**src/rtl/brick_pkg.sv**
```systemverilog
// Shared types for the ball/brick datapath: aim codes, ball FSM states and
// the aim-code to velocity decode.
package brick_pkg;

  typedef logic [2:0]        angle_t;
  typedef logic signed [2:0] vel_t;

  typedef enum logic [1:0] {HELD, MOVE, LOST} ball_state_t;

  typedef struct packed {
    vel_t dx;
    vel_t dy;
  } vec_t;

  // Codes 6 and 7 are unused by the aim selector and fold onto the default (+1,-1).
  function automatic vec_t angle_to_vec(input angle_t code);
    vec_t v;
    case (code)
      3'd0:    begin v.dx = -3'sd2; v.dy = -3'sd1; end
      3'd1:    begin v.dx = -3'sd1; v.dy = -3'sd1; end
      3'd2:    begin v.dx = -3'sd1; v.dy = -3'sd2; end
      3'd3:    begin v.dx =  3'sd1; v.dy = -3'sd2; end
      3'd5:    begin v.dx =  3'sd2; v.dy = -3'sd1; end
      default: begin v.dx =  3'sd1; v.dy = -3'sd1; end
    endcase
    return v;
  endfunction

endpackage

```
**src/rtl/ball_step_unit.sv**
```systemverilog
// Combinational single-tick motion step: brick, floor, wall and paddle
// reflection in priority order, computed in 10-bit signed space.
module ball_step_unit
  import brick_pkg::*;
#(
  parameter int X_MAX    = 255,
  parameter int Y_MAX    = 255,
  parameter int PADDLE_Y = 240,
  parameter int PADDLE_W = 32
) (
  input  logic [7:0] x,
  input  logic [7:0] y,
  input  vel_t       dx,
  input  vel_t       dy,
  input  logic [7:0] paddle_x,
  input  logic       brick_hit,
  input  logic       hit_vert,
  output logic [7:0] next_x,
  output logic [7:0] next_y,
  output vel_t       next_dx,
  output vel_t       next_dy,
  output logic       lost
);

  localparam logic signed [9:0] XMAX10 = 10'(X_MAX);
  localparam logic signed [9:0] YMAX10 = 10'(Y_MAX);
  localparam logic signed [9:0] REST10 = 10'(PADDLE_Y - 1);

  logic signed [9:0] nx, ny;
  logic        [9:0] pad_right;
  logic              wall_lo_x, wall_hi_x, wall_y, on_paddle;

  assign nx        = $signed({2'b00, x}) + 10'(dx);
  assign ny        = $signed({2'b00, y}) + 10'(dy);
  assign pad_right = {2'b00, paddle_x} + 10'(PADDLE_W - 1);
  assign wall_lo_x = nx < 10'sd0;
  assign wall_hi_x = nx > XMAX10;
  assign wall_y    = ny < 10'sd0;
  assign on_paddle = (dy > 3'sd0) && (ny >= REST10) &&
                     ({2'b00, x} >= {2'b00, paddle_x}) && ({2'b00, x} <= pad_right);

  // NOTE: every output gets a default first so no path through the priority chain infers a latch.
  always_comb begin
    next_x  = x;
    next_y  = y;
    next_dx = dx;
    next_dy = dy;
    lost    = 1'b0;
    if (brick_hit) begin
      if (hit_vert) next_dx = -dx;
      else          next_dy = -dy;
    end else if (ny > YMAX10) begin
      lost = 1'b1;
    end else if (wall_lo_x || wall_hi_x || wall_y) begin
      // Each axis clamps independently, so a corner flips both components.
      next_x = nx[7:0];
      next_y = ny[7:0];
      if (wall_lo_x) begin
        next_x  = 8'd0;
        next_dx = -dx;
      end else if (wall_hi_x) begin
        next_x  = XMAX10[7:0];
        next_dx = -dx;
      end
      if (wall_y) begin
        next_y  = 8'd0;
        next_dy = -dy;
      end
    end else if (on_paddle) begin
      next_x  = nx[7:0];
      next_y  = REST10[7:0];
      next_dy = -dy;
    end else begin
      next_x = nx[7:0];
      next_y = ny[7:0];
    end
  end

endmodule

```
**src/rtl/ball_motion_ctrl.sv**
```systemverilog
// Ball owner: tracks the paddle while held, launches on the aim code and
// steps the ball once per frame tick until it drops out of the bottom.
module ball_motion_ctrl
  import brick_pkg::*;
#(
  parameter int X_MAX    = 255,
  parameter int Y_MAX    = 255,
  parameter int PADDLE_Y = 240,
  parameter int PADDLE_W = 32
) (
  input  logic       clk,
  input  logic       rst,
  input  logic       tick,
  input  logic       launch,
  input  angle_t     angle_in,
  input  logic [7:0] paddle_x,
  input  logic       brick_hit,
  input  logic       hit_vert,
  output logic [7:0] ball_x,
  output logic [7:0] ball_y,
  output logic       moving,
  output logic       ball_lost
);

  localparam logic [7:0] REST_Y = 8'(PADDLE_Y - 1);

  ball_state_t state, next_state;
  vel_t        dx, dy;
  vec_t        launch_vec;
  logic [8:0]  track_sum;
  logic [7:0]  track_x;
  logic [7:0]  step_x, step_y;
  vel_t        step_dx, step_dy;
  logic        step_lost;
  logic        moving_d, lost_d;

  assign launch_vec = angle_to_vec(angle_in);
  assign track_sum  = {1'b0, paddle_x} + 9'(PADDLE_W / 2);
  assign track_x    = (track_sum > 9'(X_MAX)) ? 8'(X_MAX) : track_sum[7:0];

  ball_step_unit #(
    .X_MAX(X_MAX), .Y_MAX(Y_MAX), .PADDLE_Y(PADDLE_Y), .PADDLE_W(PADDLE_W)
  ) u_step (
    .x(ball_x), .y(ball_y), .dx(dx), .dy(dy),
    .paddle_x(paddle_x), .brick_hit(brick_hit), .hit_vert(hit_vert),
    .next_x(step_x), .next_y(step_y), .next_dx(step_dx), .next_dy(step_dy),
    .lost(step_lost)
  );

  // NOTE: sequential state uses non-blocking assignments so every register samples pre-edge values.
  always_ff @(posedge clk) begin
    if (rst) state <= HELD;
    else     state <= next_state;
  end

  always_comb begin
    next_state = state;
    case (state)
      HELD:    if (launch) next_state = MOVE;
      MOVE:    if (tick && step_lost) next_state = LOST;
      LOST:    next_state = HELD;
      default: next_state = HELD;
    endcase
  end

  // NOTE: flags are decoded from next_state and registered, so they line up with state without a comb path.
  always_comb begin
    moving_d = (next_state == MOVE);
    lost_d   = (next_state == LOST);
  end

  always_ff @(posedge clk) begin
    if (rst) begin
      moving    <= 1'b0;
      ball_lost <= 1'b0;
    end else begin
      moving    <= moving_d;
      ball_lost <= lost_d;
    end
  end

  always_ff @(posedge clk) begin
    if (rst) begin
      ball_x <= 8'd128;
      ball_y <= REST_Y;
      dx     <= 3'sd1;
      dy     <= -3'sd1;
    end else begin
      case (state)
        HELD: begin
          ball_x <= track_x;
          ball_y <= REST_Y;
          if (launch) begin
            dx <= launch_vec.dx;
            dy <= launch_vec.dy;
          end
        end
        MOVE: if (tick) begin
          ball_x <= step_x;
          ball_y <= step_y;
          dx     <= step_dx;
          dy     <= step_dy;
        end
        default: ;
      endcase
    end
  end

endmodule
```
**config.mk**
```make
export PLATFORM = sky130hd
export DESIGN_NAME = ball_motion_ctrl
export DESIGN_NICKNAME = d
export VERILOG_FILES = /design/src/rtl/brick_pkg.sv /design/src/rtl/ball_step_unit.sv /design/src/rtl/ball_motion_ctrl.sv
export SDC_FILE = /design/constraint.sdc
export NUM_CORES = 1
export LEC_CHECK = 0
export ABC_AREA = 1
export CELL_PAD_IN_SITES_DETAIL_PLACEMENT = 1
export CELL_PAD_IN_SITES_GLOBAL_PLACEMENT = 2
export CORE_UTILIZATION = 29
export DETAILED_ROUTE_END_ITERATION = 10
export GPL_ROUTABILITY_DRIVEN = 0
export PLACE_DENSITY_LB_ADDON = 0.1
export SLEW_MARGIN = 40
export SYNTH_ARGS = -nofsm -noshare
export SYNTH_HDL_FRONTEND = slang
export SYNTH_HIERARCHICAL = 1
export SYNTH_SLANG_ARGS = --single-unit
```
**constraint.sdc**
```tcl
create_clock -name clk -period 2.8 [get_ports clk]
set_clock_uncertainty 0.15 [all_clocks]
set_input_delay 0.56 -clock clk [delete_from_list [all_inputs] [get_ports clk]]
set_output_delay 0.56 -clock clk [all_outputs]
set_load 0.02 [all_outputs]
```
==> flow_summary.toml <==
[logic_synthesis]
syn_inst = 510
synthArstFlopShare_pct = 0
synth-seq-cells = 26
ys_top_cells_by_count = "nand2_1, inv_1, ha_1"
synth_cell_types = 44
ys_warn_count = 6
synth.avg_cell_area_um2 = 6.433
synth_top_area_share_pct = 15.87
synth_top_area_cell = "dfxtp_1"
synth_area_leaders = "dfxtp_1, ha_1, nand2_1"
synth-edff-count = 0
synth_area_um2 = 3281
synth_top_flop_cell = "dfxtp_1"
synth_most_common_cell = "nand2_1"
syn_nets = 569
seq_area_frac_synth_pct = 15.87

[power]
powerDensity_nw_per_um2 = 438.6
ir_drop_uv = 201.3
total_power_mw = 2.126
p_leak_nw = 2.352

[routing]
drcViolationCount = 0
vias = 3815
ant_nets = 0
wirelength_mm = 11.82
drt_iter0_markers = 124
vias_per_cell = 4.923
dr.pass1.iters = 4
wl_per_cell_um = 15.25

[die]
die_h_um = 108.4
row_count = 38
coreArea_um2 = 10940
die_x_um = 108.4
ioPinCount = 35
dieArea_um2 = 11740
start_util_pct = 30.00

[final_layout]
n_antenna_cell = 0
finalInstanceArea_um2 = 4847
syn_to_final_growth_pct = 47.75
drive_above_1_share_pct = 31.65
stdcell_count = 775
final_nets = 695

[global_route]
grt-ovfl-total = 0
grt_pass1_vias = 3977
grt_pass1_wl_mm = 19.21
track_usage_pct = 21.03
antenna_found_initial = 0
grt_max_degree = 23

[setup_path]
path_cells = "buf_8, inv_6, ha_4, nand3_4, o21ai_2, xor2_1, ha_1, a21o_1, a21oi_2, nand2_1, nand2_2, nand3_2, nor2_4, nand2_2, nand2_1, nand3_1, nand3_1, nand2_1, o21ai_1, nand3_1"
cp-end-kind = "flip-flop"
rrSetupSlack_ns = 0.07
cpPeakStageDelay_ns = 0.27
critPathLaunch = "paddle_x[1]"
cp_data_required_time_ns = 2.79
regToRegStartpoint = "dy[2]"
cp.arrival_ns = 2.80
slowest_stage = "ha_1"
crit_type = "input port to flip-flop"
worstRegToRegCells = 19
cp-start-kind = "input port"
path_max_fanout = 3
r2r_end = "dy[2]"
endpoint = "dy[2]"

[clocking]
cts-root-buf = "clkbuf_16"
cts_buffers = 3
cts_sinks = 26
clk-insertion-delay-late_ns = 0.27
clk_path_buf_depth = 2
cts_tree = "yes"
path_clk_slew_ns = 0.08
cts-htree-levels = 1

[timing]
worst_pin_slew_ns = 0.6274
fmax_mhz = 355.9
period_share_pct = 100.4
final.setup.worst_slack_ns = -0.01001
finalSetupViolations = 1
finalHoldViolCount = 0
drv_slew = 0
timing.slew.headroom_pct = 58.07
min_period_ns = 2.810
finalSetupTns_ns = -0.01001
rsz0062_at_grt = "true"

[flow_run]
maxCapViolations = 0

[outcome]
violations = "negative setup slack"
status = "finished with violations"

[place]
dp_hpwl_mm = 9.639
dpl-instance-area_um2 = 4329
pre_cts_ws_ns = -0.7525
numPlacedInstances = 753
port_buffers = 34

[worst_hold_path]
min_path_type = "flip-flop to flip-flop"
## registers in the layout (all words and copies together) (netlist names)
signal	count
ball_y	8
state	2
dy	3
ball_x	8
ball_lost	1
moving	1
dx	3
## area by class of cell
class / instances / area, um^2
clock buffers: 3 / 75.07
clock inverters: 1 / 30.03
fillers: 1395 / 6088
inverters: 75 / 299.0
multi-input cells: 398 / 2643
flip-flops and latches: 26 / 530.5
well taps: 140 / 175.2
repair buffers: 132 / 1095
## worst max-delay path, delay by kind of cell
family / cells / cell delay [ns]
AOI/OAI and AO/OA: 4 / 0.57
adders and majority gates: 2 / 0.41
xor gates and xnor gates: 1 / 0.17
and+or+nand+nor: 11 / 0.92
buffers and inverters: 2 / 0.15
## metal layers
| metal | track usage, % | vias up | part of all wire (%) |
|---|---|---|---|
| met5 | 0 | - | 0 |
| met4 | 3.475 | 0 | 1.3 |
| met3 | 2.954 | 18 | 2.6 |
| met2 | 38.44 | 55 | 50 |
| met1 | 26.31 | 1802 | 46 |
| li1 | - | 1940 | - |
## metrics by stage
| stage | utilization [%] | hold WS [ns] |
|---|---|---|
| after floorplan | - | 0.3364 |
| after global placement | 39.59 | 0.4050 |
| after detailed placement | 39.59 | 0.4218 |
| after CTS | 41.70 | 0.4333 |
| after global routing | 44.32 | 0.4475 |
| final | 44.32 | 0.4310 |
## worst min-delay path by stage
stage / start / to / slack (ns) / depth (start not counted)
final: state[1] / state[0] / 0.43 / 1
after global routing: state[1] / moving / 0.45 / 1
after CTS: state[1] / state[0] / 0.43 / 1
after detailed placement: state[1] / state[0] / 0.42 / 1
after global placement: ball_y[0] / ball_y[0] / 0.40 / 3
after floorplan: dy[0] / dy[0] / 0.34 / 2
## cell families (layout without fill, tap and decap cells)
family	Yosys count	in the layout	synth area share, %
compound gates	99	99	18.08
xor+xnor	13	13	3.471
fa+ha+maj	42	42	16.48
buf+inv	86	211	10.91
flops	26	26	15.87
simple gates	244	244	35.20
## where the power goes
part	leakage [nW]	internal, mW	total (mW)	switching, mW
Sequential	0.214	0.402	0.435	0.0327
Combinational	2.09	0.563	1.25	0.686
Clock	0.0511	0.286	0.442	0.156
Total	2.35	1.25	2.13	0.875
## cells in the final DEF, fill, tap and decap left out, drive strengths merged, types with 4 or more instances in the layout
| master | Yosys | layout |
|---|---|---|
| a21oi | 36 | 36 |
| buf | 9 | 101 |
| clkbuf | 2 | 4 |
| clkdlybuf4s50 | 0 | 27 |
| dfxtp | 26 | 26 |
| ha | 40 | 40 |
| inv | 75 | 75 |
| nand2 | 140 | 140 |
| nand3 | 36 | 36 |
| nand4 | 10 | 10 |
| nor2 | 39 | 39 |
| nor3 | 5 | 5 |
| o21ai | 40 | 40 |
| o22ai | 12 | 12 |
| or2 | 8 | 8 |
| xor2 | 10 | 10 |
## repair_timing
action                                  4_1_cts  5_1_grt
hold endpoints to repair                      0        0
pin swaps                                    23       39
endpoints found under the setup margin       17       23
resized for setup                            40       48
gates cloned                                  0        0
hold buffers                                  0        0
setup buffers                                 9       11
Note: power is estimated with default switching activity, not from simulation.
